$ cat config.mk
export PLATFORM = sky130hd
export DESIGN_NAME = regfile_read_port
export DESIGN_NICKNAME = d
export VERILOG_FILES = /design/src/rtl/regfile_read_port.sv
export SDC_FILE = /design/constraint.sdc
export NUM_CORES = 1
export LEC_CHECK = 0
export CAP_MARGIN = 20
export CORE_AREA = 2 2 455 457
export DETAILED_ROUTE_END_ITERATION = 7
export DIE_AREA = 0 0 457 459
export PLACE_DENSITY = 0.4
export SLEW_MARGIN = 20
export SYNTH_ARGS = -nofsm -noshare
export SYNTH_HDL_FRONTEND = slang
export SYNTH_SLANG_ARGS = --single-unit
$ cat constraint.sdc
create_clock -name Clk -period 3.05 [get_ports Clk]
set_input_delay 0.7625 -clock Clk [delete_from_list [all_inputs] [get_ports Clk]]
set_output_delay 0.7625 -clock Clk [all_outputs]
set_load 0.01 [all_outputs]
$ cat src/rtl/regfile_read_port.sv
// Dual-port registered read stage for the 32-entry register array, with a
// valid/ready response handshake and a saturating stall counter.
// Define REGFILE_BYPASS_EN to forward same-cycle write data into the read.
module regfile_read_port #(
  parameter int WIDTH   = 32,
  parameter int NREG    = 32,
  parameter int ZERO_R0 = 1,
  parameter int CNT_W   = 16
) (
  input  logic                  Clk,
  input  logic                  Clrn,
  input  logic [NREG*WIDTH-1:0] Regs,
  input  logic [NREG-1:0]       Wr_En,
  input  logic [WIDTH-1:0]      Wr_D,
  input  logic                  Req_Valid,
  output logic                  Req_Ready,
  input  logic [4:0]            Ra,
  input  logic [4:0]            Rb,
  output logic                  Rsp_Valid,
  input  logic                  Rsp_Ready,
  output logic [WIDTH-1:0]      Qa,
  output logic [WIDTH-1:0]      Qb,
  output logic [CNT_W-1:0]      Stall_Cnt,
  input  logic                  Stall_Clr
);

  logic [WIDTH-1:0] reg_arr [NREG];
  logic [WIDTH-1:0] read_a;
  logic [WIDTH-1:0] read_b;
  logic             accept;

  generate
    for (genvar gi = 0; gi < NREG; gi++) begin : g_unflatten
      assign reg_arr[gi] = Regs[gi*WIDTH +: WIDTH];
    end
  endgenerate

`ifndef REGFILE_BYPASS_EN
  // Write side is only observed when forwarding is built in.
  logic unused_wr;
  assign unused_wr = ^{Wr_En, Wr_D};
`endif

  // Zero-register check is applied last so it overrides forwarding.
  always_comb begin
    read_a = reg_arr[Ra];
`ifdef REGFILE_BYPASS_EN
    if (Wr_En[Ra]) read_a = Wr_D;
`endif
    if (ZERO_R0 != 0 && Ra == 5'd0) read_a = '0;
  end

  always_comb begin
    read_b = reg_arr[Rb];
`ifdef REGFILE_BYPASS_EN
    if (Wr_En[Rb]) read_b = Wr_D;
`endif
    if (ZERO_R0 != 0 && Rb == 5'd0) read_b = '0;
  end

  assign Req_Ready = !Rsp_Valid || Rsp_Ready;
  assign accept    = Req_Valid && Req_Ready;

  // Data is only loaded on accept, so a stalled response stays a snapshot.
  always_ff @(posedge Clk or negedge Clrn) begin
    if (!Clrn) begin
      Rsp_Valid <= 1'b0;
      Qa        <= '0;
      Qb        <= '0;
    end else if (accept) begin
      Rsp_Valid <= 1'b1;
      Qa        <= read_a;
      Qb        <= read_b;
    end else if (Rsp_Ready) begin
      Rsp_Valid <= 1'b0;
    end
  end

  always_ff @(posedge Clk or negedge Clrn) begin
    if (!Clrn) begin
      Stall_Cnt <= '0;
    end else if (Stall_Clr) begin
      Stall_Cnt <= '0;
    end else if (Rsp_Valid && !Rsp_Ready && Stall_Cnt != {CNT_W{1'b1}}) begin
      Stall_Cnt <= Stall_Cnt + 1'b1;
    end
  end

endmodule

==> summary.txt, run 1 <==
Status
  – Outcome: finished clean

Pwr
  – P_leak: 0.0137 uW
  – Tot Pwr: 8590 uW
  – Peak VDD IR: 363 uV
  – Power density over the cells: 232 mW/mm^2
  – NetSw: 3590 uW
  – Clock power share: 0.156
  – Logic pwr share: 0.682
  – Internal power: 5000 uW
  – Register share of total power: 0.162
  – Sw frac: 0.418

Synth
  – Post-synth EDFFs: 0
  – Post-synthesis compound-gate area fraction: 0.165
  – Post-synthesis async set-or-reset flop share: 1.00
  – Yosys reg bits: 81
  – Post-synthesis xor/xnor area fraction: 0.00583
  – Unique masters post-synth: 49
  – Area share of the largest cell type after synthesis: 0.373
  – Largest family of logic cells by synthesized area: multiplexers
  – Cells after synthesis: 1715
  – Simple-Gate Fraction of Synth Area: 0.0385
  – Sequential area share after synthesis: 0.104
  – Post-synthesis mux area share: 0.632
  – Synth Cell Area: 0.0195 mm^2
  – Synth top area cells: mux4_2 (37%), mux2i_1 (26%), dfrtp_1 (10%), a22oi_1 (5.9%), a22o_1 (4.0%)
  – Yosys top cell by area: mux4_2
  – Avg Inst Size Synth: 11.4 um^2
  – Synth warnings: 0
  – Post-Syn Nets: 2819
  – Post-synthesis adder-cell area fraction: 0.000640
  – Main synth FF type: dfrtp_1

Global routing
  – Vias in the first global route: 24900
  – Grt total ovfl: 0
  – Initial antenna violation count: 185
  – M2 GR Usage: 0.369
  – Grt met1 use: 0.194
  – Gr usage total: 0.193
  – Met3 Use GR: 0.0705
  – Largest net degree at the start of global routing: 43
  – First-pass GRT wire length: 263000 um
  – Peak-usage layer in the global routing report: met2

CTS
  – Total CTS buffers: 9
  – Clock Path Buffers: 2
  – Worst-Skew Late Latency: 0.46 ns
  – Hold buffer count at cts: 0
  – Clock-pin slew on the worst setup and hold paths: 0.09 ns
  – Clock tree root driver cell: clkbuf_16
  – # clock sinks: 81
  – CTS H-tree lvls: 3
  – TritonCTS clock tree: built

Die
  – Area of the core: 0.206 mm^2
  – Initial core utilization: 0.0951
  – Total die area: 0.210 mm^2
  – Die W: 457 um
  – Die span in y: 459 um
  – Ports: 1185
  – # rows: 167

Drt
  – Drt pass-1 iters: 5
  – Drt initial violations: 1555
  – Routed WL per cell: 36.7 um
  – Post-route DRC: 0
  – WL final: 210000 um
  – Antenna-violating nets left: 0
  – Via-per-instance ratio: 4.15
  – Vias after detailed routing: 23700

Place
  – Post-DP HPWL: 185000 um
  – Global placement routability congestion: 0.874
  – Placed Instance Area: 0.0367 mm^2
  – PortBufs: 1120
  – DP Cell Count: 5663

Critical path
  – FF-to-FF End: Qb[12]
  – Critical Path Fanout Max: 10
  – Required time of the critical path: 3.44 ns
  – CP startpoint kind: primary input
  – R2R depth: 10
  – Critical path endpoint: Qb[8]
  – Worst r2r src: Rsp_Valid
  – CP Data Arrival Time: 3.33 ns
  – Critical path class: primary input to flip-flop
  – Crit. Startpoint: Rb[4]
  – Nature of the critical path endpoint: flip-flop
  – Flop2flop setup slack: 0.58 ns

Timing
  – Max-slew violations: 0
  – Worst Skew: 0.0152 ns
  – Worst hold slack: 0.300 ns
  – Max Freq: 339 MHz
  – Hold Fails Final Rpt: 0
  – Worst Tran Pin Value: 0.886 ns
  – Setup violations, final: 0
  – Slew headroom: 0.409
  – RSZ-0062 raised after global routing: no
  – Period minus WS final: 2.95 ns
  – Crit share post-route: 0.966

Finish
  – Fill cells: 22800
  – Nets: 4075
  – Final std cells w/o fill: 5715
  – Area Overhead vs Synth: 89.6%
  – Final Instance Area: 0.0371 mm^2
  – Share of layout cells above drive strength 1: 0.241

Worst hold path
  – Hold Crit Class: primary input to asynchronous set/reset pin

Flow run
  – MaxCap Viol Count: 0
## synth_stat cells (all sizes together) (3+ instances only)
cell	n
nand4	4
nor2b	5
and4	3
a211oi	38
buf	140
nor4b	3
clkbuf	72
a22oi	153
a21oi	67
o211ai	30
inv	6
nor2	22
xnor2	13
o2111ai	30
dfrtp	81
mux4	324
nand2	78
and4b	4
mux2i	503
nor3	4
nand2b	3
nand3	8
a22o	90
and4bb	4
or3	4
## final cells by class
| type | instances | area (um^2) | share of cell area |
|---|---|---|---|
| clock buffers | 9 | 225 | 0.00608 |
| well taps | 2704 | 3380 | 0.0913 |
| clock inverters | 7 | 58.8 | 0.00159 |
| diodes | 35 | 87.6 | 0.00236 |
| flip-flops and latches | 81 | 2030 | 0.0547 |
| repair buffers | 1457 | 14700 | 0.397 |
| multi-input cells | 1416 | 16600 | 0.447 |
| inverters | 6 | 25.0 | 0.000675 |
## registers in the layout (all words and copies together) (netlist names)
register and cells:
Rsp_Valid 1, Qa 32, Qb 32, Stall_Cnt 16
## placed cells by master, fill, tap and decap left out, types with 3 or more instances in the layout
cell / n
mux2i_1: 503
nand2_1: 77
xnor2_1: 13
nor2_1: 20
buf_4: 263
a211oi_1: 36
nand4_1: 4
buf_12: 74
a21oi_1: 66
inv_6: 3
nand2b_1: 3
and4b_2: 3
and4bb_2: 4
buf_8: 4
clkbuf_16: 9
inv_1: 4
mux4_2: 324
nor3_1: 4
nand3_1: 8
a22o_1: 90
o211ai_1: 30
dfrtp_1: 81
o2111ai_1: 30
clkdlybuf4s50_1: 1113
a22oi_1: 153
diode_2: 35
nor2b_4: 5
## how the worst min path moves through the flow
stage / from / to / slack, ns / cells past startpoint
2_1_floorplan: Clrn / Qa[0] / 0.47 / 0
3_3_place_gp: Qa[31] / Qa[31] / 0.49 / 1
3_5_place_dp: Qa[13] / Qa[13] / 0.49 / 1
4_1_cts: Clrn / Qa[0] / 0.30 / 1
5_1_grt: Clrn / Qa[0] / 0.31 / 1
6_report: Clrn / Qa[0] / 0.30 / 1
## power by group through the flow
stage	registers, uW	logic [uW]	clock network [uW]
2_1_floorplan	1430	2060	0
3_3_place_gp	1420	5980	0
3_5_place_dp	1410	6000	0
4_1_cts	1400	6020	1470
5_1_grt	1410	6150	1480
6_report	1390	5860	1340
## worst max-delay path: stages
cell             delay [ns]
clkdlybuf4s50_1        0.49
buf_4                  0.22
and4b_2                0.35
buf_12                 0.20
buf_4                  0.14
a22oi_1                0.16
o2111ai_1              0.14
a211oi_1               0.55
buf_12                 0.19
a22o_1                 0.11
## repair_timing
item | 4_1_cts | 5_1_grt
hold endpoints to repair | 0 | 0
gates resized for setup | 2 | 0
setup buffers | 1 | 0
endpoints found under the setup margin | 1 | 0
## metrics by stage
step	setup WS [ns]	TNS, ns	util
5_1_grt	0.0568	0	0.180
4_1_cts	0.0983	0	0.180
3_5_place_dp	-0.528	-16.53	0.178
3_3_place_gp	-0.540	-16.40	0.178
2_1_floorplan	0.747	0	-
6_report	0.103	0	0.180
## cells by family after synthesis
| group | Yosys count |
|---|---|
| mux | 829 |
| compound gates | 424 |
| buf+inv | 218 |
| simple gates | 149 |
| flops | 81 |
| xor+xnor | 13 |
| fa+ha+maj | 1 |
## layer usage
layer  vias up  wire length, um
met2      1310           112000
met3       335            17800
li1       9919                -
met4       138             6230
met5         -              884
met1     12000            72600
No activity file was read; power rests on OpenSTA's default activity.
==> inputs of run 2 (changes only) <==
--- a/config.mk
+++ b/config.mk
@@ -9,6 +9,7 @@
 export CORE_AREA = 2 2 455 457
 export DETAILED_ROUTE_END_ITERATION = 7
 export DIE_AREA = 0 0 457 459
+export HOLD_SLACK_MARGIN = 0.03
 export PLACE_DENSITY = 0.4
 export SLEW_MARGIN = 20
 export SYNTH_ARGS = -nofsm -noshare
==> results of run 2 <==
Final layout, timing and power as in run 1 (identical DEF).
